`src/rtl/branch_pkg.sv`:
```
// Shared definitions for the branch resolution block: funct3 encodings,
// FSM state encoding, PC increment and the registered result payload.
package branch_pkg;

    localparam int unsigned XLEN  = 32;
    localparam int unsigned CNT_W = 4;

    // B-type funct3 encodings (Instruction_code[14:12])
    localparam logic [2:0] F3_BEQ  = 3'b000;
    localparam logic [2:0] F3_BNE  = 3'b001;
    localparam logic [2:0] F3_BLT  = 3'b100;
    localparam logic [2:0] F3_BGE  = 3'b101;
    localparam logic [2:0] F3_BLTU = 3'b110;
    localparam logic [2:0] F3_BGEU = 3'b111;

    localparam logic [XLEN-1:0] PC_INC = 32'd4;

    typedef enum logic [1:0] {
        ST_IDLE   = 2'd0,
        ST_RESULT = 2'd1,
        ST_FLUSH  = 2'd2
    } state_e;

    typedef struct packed {
        logic            taken;
        logic            illegal;
        logic            misalign;
        logic [XLEN-1:0] next_pc;
    } br_result_t;

endpackage

```
`src/rtl/branch_compare.sv`:
```
// Combinational branch condition evaluation.
// Ports:
//   funct3   - branch type
//   rs1_data - first operand
//   rs2_data - second operand
//   cond     - branch condition is true (always 0 for illegal encodings)
//   illegal  - funct3 is not a defined branch type (010 / 011)
module branch_compare
    import branch_pkg::*;
(
    input  logic [2:0]      funct3,
    input  logic [XLEN-1:0] rs1_data,
    input  logic [XLEN-1:0] rs2_data,
    output logic            cond,
    output logic            illegal
);

    always_comb begin
        cond    = 1'b0;
        illegal = 1'b0;
        case (funct3)
            F3_BEQ:  cond = (rs1_data == rs2_data);
            F3_BNE:  cond = (rs1_data != rs2_data);
            F3_BLT:  cond = ($signed(rs1_data) <  $signed(rs2_data));
            F3_BGE:  cond = ($signed(rs1_data) >= $signed(rs2_data));
            F3_BLTU: cond = (rs1_data <  rs2_data);
            F3_BGEU: cond = (rs1_data >= rs2_data);
            default: illegal = 1'b1;
        endcase
    end

endmodule

```
`src/rtl/branch_resolve.sv`:
```
// Branch resolution stage: evaluates a conditional branch, registers the
// taken / next_pc result with a valid/ready handshake and holds flush for
// FLUSH_CYCLES cycles after a taken branch is consumed.
// Optional feature macro: BRANCH_MISALIGN_CHECK_EN -- a taken branch whose
// target has bit1 set is reported as misaligned and resolved as not taken.
// Ports:
//   clk, reset            - clock, synchronous active-high reset
//   in_valid / in_ready   - operand set handshake
//   PC, Sign_ext_b        - branch address and pre-shifted offset
//   funct3                - branch type
//   rs1_data, rs2_data    - operands
//   out_valid / out_ready - result handshake
//   taken, next_pc        - resolved direction and next fetch address
//   flush                 - wrong-path kill, high for FLUSH_CYCLES cycles
//   illegal, misalign     - exception indications for the result
module branch_resolve
    import branch_pkg::*;
#(
    parameter int unsigned FLUSH_CYCLES = 2
) (
    input  logic            clk,
    input  logic            reset,
    input  logic            in_valid,
    output logic            in_ready,
    input  logic [XLEN-1:0] PC,
    input  logic [XLEN-1:0] Sign_ext_b,
    input  logic [2:0]      funct3,
    input  logic [XLEN-1:0] rs1_data,
    input  logic [XLEN-1:0] rs2_data,
    output logic            out_valid,
    input  logic            out_ready,
    output logic            taken,
    output logic [XLEN-1:0] next_pc,
    output logic            flush,
    output logic            illegal,
    output logic            misalign
);

    state_e            state_q, state_d;
    logic [CNT_W-1:0]  cnt_q, cnt_d;
    br_result_t        res_q, res_d;
    br_result_t        res_new;
    logic              cmp_cond;
    logic              cmp_illegal;
    logic [XLEN-1:0]   target;
    logic [XLEN-1:0]   fall_thru;
    logic              take;
    logic              mis;
    logic              load;

    branch_compare u_compare (
        .funct3   (funct3),
        .rs1_data (rs1_data),
        .rs2_data (rs2_data),
        .cond     (cmp_cond),
        .illegal  (cmp_illegal)
    );

    // Result for the operand set currently presented
    always_comb begin
        target    = PC + Sign_ext_b;
        fall_thru = PC + PC_INC;
        take      = cmp_cond && !cmp_illegal;
        mis       = 1'b0;
`ifdef BRANCH_MISALIGN_CHECK_EN
        if (take && target[1]) begin
            mis  = 1'b1;
            take = 1'b0;
        end
`endif
        res_new.taken    = take;
        res_new.illegal  = cmp_illegal;
        res_new.misalign = mis;
        res_new.next_pc  = take ? target : fall_thru;
    end

    // Next-state, counter and handshake logic
    always_comb begin
        state_d  = state_q;
        cnt_d    = cnt_q;
        res_d    = res_q;
        in_ready = 1'b0;
        load     = 1'b0;
        case (state_q)
            ST_IDLE: begin
                in_ready = 1'b1;
                if (in_valid) begin
                    load    = 1'b1;
                    state_d = ST_RESULT;
                end
            end
            ST_RESULT: begin
                // A taken result blocks new input: the next instruction is wrong-path
                in_ready = out_ready && !res_q.taken;
                if (out_ready) begin
                    if (res_q.taken) begin
                        state_d = ST_FLUSH;
                        cnt_d   = CNT_W'(FLUSH_CYCLES);
                    end else if (in_valid) begin
                        load = 1'b1;
                    end else begin
                        state_d = ST_IDLE;
                    end
                end
            end
            ST_FLUSH: begin
                // Input is accepted and dropped while flushing
                in_ready = 1'b1;
                if (cnt_q == CNT_W'(1)) begin
                    state_d = ST_IDLE;
                    cnt_d   = '0;
                end else begin
                    cnt_d = cnt_q - CNT_W'(1);
                end
            end
            default: state_d = ST_IDLE;
        endcase
        if (load) begin
            res_d = res_new;
        end
    end

    always_ff @(posedge clk) begin
        if (reset) begin
            state_q <= ST_IDLE;
            cnt_q   <= '0;
            res_q   <= '0;
        end else begin
            state_q <= state_d;
            cnt_q   <= cnt_d;
            res_q   <= res_d;
        end
    end

    assign out_valid = (state_q == ST_RESULT);
    assign flush     = (state_q == ST_FLUSH);
    assign taken     = res_q.taken;
    assign next_pc   = res_q.next_pc;
    assign illegal   = res_q.illegal;
    assign misalign  = res_q.misalign;

endmodule

```
`config.mk`:
```
export PLATFORM = sky130hd
export DESIGN_NAME = branch_resolve
export DESIGN_NICKNAME = d
export VERILOG_FILES = /design/src/rtl/branch_pkg.sv /design/src/rtl/branch_compare.sv /design/src/rtl/branch_resolve.sv
export SDC_FILE = /design/constraint.sdc
export NUM_CORES = 1
export LEC_CHECK = 0
export ABC_AREA = 1
export CAP_MARGIN = 25
export CORE_ASPECT_RATIO = 1.75
export CORE_MARGIN = 5
export CORE_UTILIZATION = 36
export CTS_BUF_LIST = sky130_fd_sc_hd__clkbuf_16
export DETAILED_ROUTE_END_ITERATION = 7
export PLACE_DENSITY_LB_ADDON = 0.1
export SETUP_SLACK_MARGIN = 0.02
export SLEW_MARGIN = 40
export SYNTH_ARGS = -nofsm -noshare
export SYNTH_HDL_FRONTEND = slang
export SYNTH_HIERARCHICAL = 1
export SYNTH_SLANG_ARGS = --single-unit
```
`constraint.sdc`:
```
create_clock -name clk -period 5.7 [get_ports clk]
set_input_delay 1.14 -clock clk [delete_from_list [all_inputs] [get_ports clk]]
set_output_delay 1.14 -clock clk [all_outputs]
set_load 0.01 [all_outputs]
```
==> results of run 1 <==
[cells in the final DEF (no fill, tap or decap), types with 3 or more instances in the layout]
master | netlist | routed
nand2_1 | 300 | 300
clkdlybuf4s50_1 | 0 | 171
inv_1 | 147 | 146
a21oi_1 | 85 | 85
nor2_1 | 85 | 84
nand3_1 | 67 | 67
ha_1 | 66 | 66
o21ai_0 | 54 | 54
dfxtp_1 | 40 | 40
nor3_1 | 17 | 17
xor2_1 | 15 | 15
a31oi_1 | 11 | 11
o21bai_1 | 10 | 10
nand4_1 | 10 | 10
nor2_2 | 7 | 8
inv_2 | 7 | 8
nand3b_1 | 8 | 8
nand2_2 | 7 | 7
or2_0 | 5 | 5
clkbuf_16 | 0 | 5
nor3_2 | 4 | 4
xnor2_1 | 4 | 4
nand3_2 | 3 | 3
clkinv_1 | 2 | 3
a21oi_2 | 3 | 3
o21a_1 | 3 | 3
or2_2 | 3 | 3
[area by class of cell]
class                   count  area [sq um]
inverters                 156           586
fillers                  1700          7950
repair buffers            173          1730
clock buffers               5           125
flip-flops and latches     40           801
well taps                 189           236
multi-input cells         786          4260
clock inverters             3          42.5
[how the worst max path moves through the flow]
stage | from | endpoint | slack (ns) | cells past startpoint
2_1_floorplan | rs2_data[23] | next_pc[12] | 2.40 | 18
3_3_place_gp | rs2_data[31] | next_pc[19] | 1.41 | 20
3_5_place_dp | rs2_data[31] | next_pc[19] | 1.38 | 20
4_1_cts | rs2_data[31] | next_pc[4] | 1.68 | 20
5_1_grt | rs2_data[15] | next_pc[4] | 1.36 | 20
6_report | rs2_data[31] | next_pc[4] | 1.70 | 20
[power groups by stage]
stage | clock network [mW] | logic (mW) | registers (mW)
6_report | 0.327 | 0.630 | 0.329
5_1_grt | 0.345 | 0.701 | 0.333
4_1_cts | 0.332 | 0.634 | 0.329
3_5_place_dp | 0 | 0.631 | 0.335
3_3_place_gp | 0 | 0.628 | 0.335
2_1_floorplan | 0 | 0.332 | 0.344
[per-layer routing]
| layer | wire [um] | up-vias | GRT usage, % |
|---|---|---|---|
| met2 | 11200 | 234 | 43.2 |
| met4 | 2060 | 0 | 18.3 |
| met3 | 1020 | 73 | 2.96 |
| met1 | 7660 | 3041 | 22.0 |
| met5 | 0 | - | 0 |
| li1 | - | 3563 | - |
[flip-flops by register name (all words and copies together) (netlist names)]
register / cells
cnt_q: 4
state_q: 2
taken: 1
illegal: 1
next_pc: 32
[stage by stage]
step / hold slack [ns] / power (mW) / setup WS (ns) / utilization, % / area, sq um
global placement: 0.454 / 0.963 / 1.41 / 48.4 / 7610
global route: 0.494 / 1.38 / 1.36 / 49.5 / 7780
detailed placement: 0.463 / 0.966 / 1.38 / 48.4 / 7610
finish: 0.466 / 1.29 / 1.70 / 49.5 / 7780
floorplan: 0.476 / 0.676 / 2.40 / - / 5710
CTS: 0.472 / 1.29 / 1.68 / 49.5 / 7780
[kinds of logic after synthesis]
family          count (synthesis)
other cells                     1
simple gates                  526
xor+xnor                       19
compound gates                173
buf+inv                       171
flops                          40
fa+ha+maj                      67
[tightest hold or removal path, stage by stage (launching register included)]
cell     delay (ns)
dfxtp_1        0.31
nand2_1        0.06
a21oi_1        0.05
==> results.json, run 1 <==
{
  "outcome": "finished, final reports clean",
  "hold_path.class": "flip-flop to flip-flop",
  "cp_num_buf_inv": 4,
  "synth_top_cell_area_share_pct": 19.7,
  "slowest_stage": "clkinv_1",
  "yosys.area.top_type": "nand2_1",
  "pwr-share-comb_pct": 48.9,
  "rr_startpoint": "taken",
  "ant_nets": 0,
  "post-route-period-util_pct": 70.1,
  "fmax_ghz": 0.250,
  "cp-end-kind": "flip-flop",
  "num_vias": 6911,
  "finalMaxSlewViolations": 0,
  "cts_setup_buffers": 0,
  "wirelength_mm": 22.0,
  "synth_mux_area_share_pct": 0,
  "synthSimpleGateAreaFrac_pct": 40.3,
  "syn_to_final_growth_pct": 36.1,
  "irDropWorstVdd_mv": 0.118,
  "clk_pin_slew_ns": 0.06,
  "antenna_found_initial": 0,
  "hold_viol_final": 0,
  "fin_nets": 1364,
  "path_common_cell": "nand2_1",
  "drc": 0,
  "overflow": 0,
  "yosysWarningCount": 6,
  "diodes": 0,
  "clock-sinks": 40,
  "ctsResizeCount": 0,
  "crit_chain": "clkdlybuf4s50_1 -> inv_1 -> ha_1 -> nand2_2 -> nor2_2 -> nand2_2 -> nor2_4 -> nand2_1 -> nand2_1 -> nand2_1 -> nand3_1 -> nand2_1 -> nand3_1 -> inv_1 -> nor2_2 -> clkinv_1 -> o21ai_0 -> a21oi_1 -> o21ai_0 -> a21oi_1",
  "crit_path_max_incr_delay_ns": 0.48,
  "die_w_um": 105,
  "synthAdderAreaFrac_pct": 14.8,
  "p_seq_share_pct": 25.6,
  "cp_data_required_time_ns": 5.87,
  "initial_utilization_pct": 36.3,
  "core_sq_mm": 0.0157,
  "cellInternalPower_uw": 792,
  "drt-vias-per-instance": 5.11,
  "syn_area_per_cell_sq_um": 5.73,
  "finClkSkew_ns": 0.00231,
  "synth-edff-count": 0,
  "synth_top_flop_cell": "dfxtp_1",
  "clock_path_buffers": 2,
  "crit_fanout": 19,
  "min_path_cells": 2,
  "fin_cells": 1352,
  "htreeDepth": 2,
  "cts_tree": "done",
  "drive_gt1_share_pct": 4.39,
  "setup_tns_ns": 0,
  "place_congestion": 0.957,
  "rsz0062_at_grt": "false",
  "synth.most_common_cell": "nand2_1",
  "critPathTopFamily": "buffers and inverters",
  "tightest_slew_ns": 0.758,
  "synthesis.nets": 1199,
  "synth_top_family_by_area": "simple AND/OR/NAND/NOR gates",
  "die_y_um": 177,
  "cts-root-buf": "clkbuf_16",
  "port_buffers": 171,
  "hold_end": "next_pc[4]",
  "drt_iter0_markers": 268,
  "synth_compound_area_share_pct": 16.4,
  "syn_inst": 997,
  "grt_usage_pct": 23.1,
  "clk_latency_ns": 0.29,
  "yosysUniqueCellTypes": 42,
  "hold_start": "next_pc[4]",
  "grt_pass1_wl_mm": 33.9,
  "routedWlPerCell_um": 16.2,
  "finalSetupViolCount": 0,
  "dp_hpwl_mm": 18.9,
  "power_density_mw_per_mm2": 165,
  "synthTopCellsByCount": "300 x nand2_1, 147 x inv_1, 85 x a21oi_1, 85 x nor2_1, 67 x nand3_1",
  "hold_buffers": 0,
  "placementRows": 61,
  "dr.pass1.iters": 5,
  "clock_power_share_pct": 25.4,
  "cts_buffers": 5,
  "cp-start-kind": "input port",
  "netSwitchingFraction_pct": 38.4,
  "grt_pass1_vias": 6741,
  "dp_cells": 1344,
  "synthArstFlopShare_pct": 0,
  "timing_worst_setup_path_type": "input port to flip-flop",
  "io-pin-count": 173,
  "die_area_sq_mm": 0.0186,
  "maxSlewHeadroom_pct": 49.3,
  "ff2ff_path_depth": 9,
  "ys_top_cells_by_area": "nand2_1 20%, ha_1 14%, dfxtp_1 14%",
  "rr_endpoint": "next_pc[19]",
  "power.leakage_nw": 3.79,
  "netlist_area_sq_mm": 0.00571,
  "synth-seq-cells": 40,
  "maxCapViolations": 0,
  "synthXorXnorAreaFrac_pct": 2.91,
  "cp.arrival_ns": 4.16,
  "ff2ff_setup_slack_ns": 3.14,
  "grt_max_degree": 35,
  "ys_seq_area_share_pct": 14.0,
  "fin_crit_ns": 4.00,
  "p_sw_uw": 494
}
Note: power is estimated with default switching activity, not from simulation.
==> run 2, diff against run 1 <==
clock period = 4.1 ns   (was 5.7 ns; I/O delays follow)
==> results.json, run 2 (synthesis gave the netlist of run 1 again) <==
{
  "core_sq_mm": 0.0157,
  "cts_setup_buffers": 0,
  "cts-root-buf": "clkbuf_16",
  "p_total_mw": 1.81,
  "post-route-period-util_pct": 82.6,
  "syn_to_final_growth_pct": 36.9,
  "outcome": "finished, final reports clean",
  "wirelength_mm": 22.0,
  "cp-end-kind": "flip-flop",
  "fin_crit_ns": 3.39,
  "dp_hpwl_mm": 18.9,
  "clock_path_buffers": 2,
  "htreeDepth": 2,
  "overflow": 0,
  "busiest_layer": "met2",
  "finalSetupViolCount": 0,
  "drive_gt1_share_pct": 4.71,
  "clk_pin_slew_ns": 0.07,
  "cts_tree": "done",
  "port_buffers": 171,
  "critPathTopFamily": "simple AND/OR/NAND/NOR gates",
  "final_cell_mix": "300 x nand2_1, 171 x clkdlybuf4s50_1, 147 x inv_1, 85 x a21oi_1, 84 x nor2_1",
  "drt_iter0_markers": 290,
  "die_y_um": 177,
  "antenna_found_initial": 0,
  "initial_utilization_pct": 36.3,
  "whs_ns": 0.479,
  "layout_commonest_cell": "nand2_1",
  "place_congestion": 1.01,
  "placementRows": 61,
  "crit_chain": "clkdlybuf4s50_1 -> inv_1 -> ha_1 -> nand2_2 -> nor2_2 -> nand2_2 -> nor2_4 -> nand2_1 -> nand2_1 -> nand2_1 -> nand3_1 -> nand2_1 -> nand3_1 -> inv_1 -> nor2_2 -> buf_12 -> nand2_1 -> buf_4 -> nand2_1 -> nand2_1 -> a21oi_1",
  "cts_buffers": 5,
  "grt_pass1_wl_mm": 33.8,
  "maxCapViolations": 0,
  "die_area_sq_mm": 0.0186,
  "setup_tns_ns": 0,
  "cp.arrival_ns": 3.61,
  "die_w_um": 105,
  "grt_usage_pct": 22.9,
  "finalMaxSlewViolations": 0,
  "met1_usage_pct": 21.5,
  "io-pin-count": 173,
  "crit_fanout": 32,
  "cp_data_required_time_ns": 4.32,
  "largest_register_ffs": 32,
  "fin_nets": 1368,
  "drt-vias-per-instance": 5.12,
  "power.leakage_nw": 3.81,
  "finClkSkew_ns": 0.00897,
  "irDropWorstVdd_mv": 0.148,
  "tightest_slew_ns": 0.615,
  "hold_path.class": "flip-flop to flip-flop",
  "timing_worst_setup_path_type": "input port to flip-flop",
  "grt_use_met3_pct": 3.87,
  "power_density_mw_per_mm2": 231,
  "cp-start-kind": "input port",
  "crit_path_max_incr_delay_ns": 0.47,
  "ant_nets": 0,
  "fmax_ghz": 0.295,
  "diodes": 0,
  "slowest_stage": "clkdlybuf4s50_1",
  "grt_max_degree": 39,
  "clock-sinks": 40,
  "rsz0062_at_grt": "false",
  "dr.pass1.iters": 4,
  "num_vias": 6948,
  "grt_pass1_vias": 6736,
  "gr-usage-met2_pct": 43.6,
  "hold_viol_final": 0,
  "drc": 0,
  "ctsResizeCount": 0,
  "path_common_cell": "nand2_1",
  "maxSlewHeadroom_pct": 58.9,
  "routedWlPerCell_um": 16.2,
  "hold_buffers": 0,
  "cp_num_buf_inv": 5,
  "clk_latency_ns": 0.29
}
run 2: layout make-up:
type                       count  area (sq um)
inverter                     156           586
fill                        1702          7900
timing repair buffer         177          1770
sequential                    40           801
tap                          189           236
multi-input combinational    786          4260
clock inverter                 3          46.3
clock buffer                   5           125
run 2: stage by stage:
step	cell area (sq um)	utilization [%]	worst slack, ns	instances
after floorplan	5710	-	1.12	997
after global placement	7650	48.7	0.411	1348
after detailed placement	7650	48.7	0.382	1348
after CTS	7820	49.8	0.676	1356
after global routing	7820	49.8	0.382	1356
final	7820	49.8	0.713	1356
run 2: path summary, 6_finish.rpt:
kind | from | to | slack (ns) | depth (start not counted)
hold / removal | next_pc[19] | next_pc[19] | 0.48 | 2
hold reg to reg | next_pc[19] | next_pc[19] | 0.48 | 2
setup reg to reg | taken | next_pc[19] | 2.13 | 11
setup / recovery | rs2_data[31] | next_pc[19] | 0.71 | 21
run 2: power by group:
group,internal [mW],switching [mW]
logic,0.392,0.498
registers,0.431,0.0238
clock network,0.290,0.177
total,1.11,0.698
run 2: tightest hold or removal path: stages (launching register included):
cell and delay (ns):
dfxtp_1 0.31, nand2_1 0.06, a21oi_1 0.06
run 2: metal layers:
| layer | vias up | wire [um] |
|---|---|---|
| met2 | 212 | 11400 |
| met1 | 3088 | 7720 |
| met4 | 0 | 1880 |
| met5 | - | 0 |
| met3 | 68 | 1030 |
| li1 | 3580 | - |
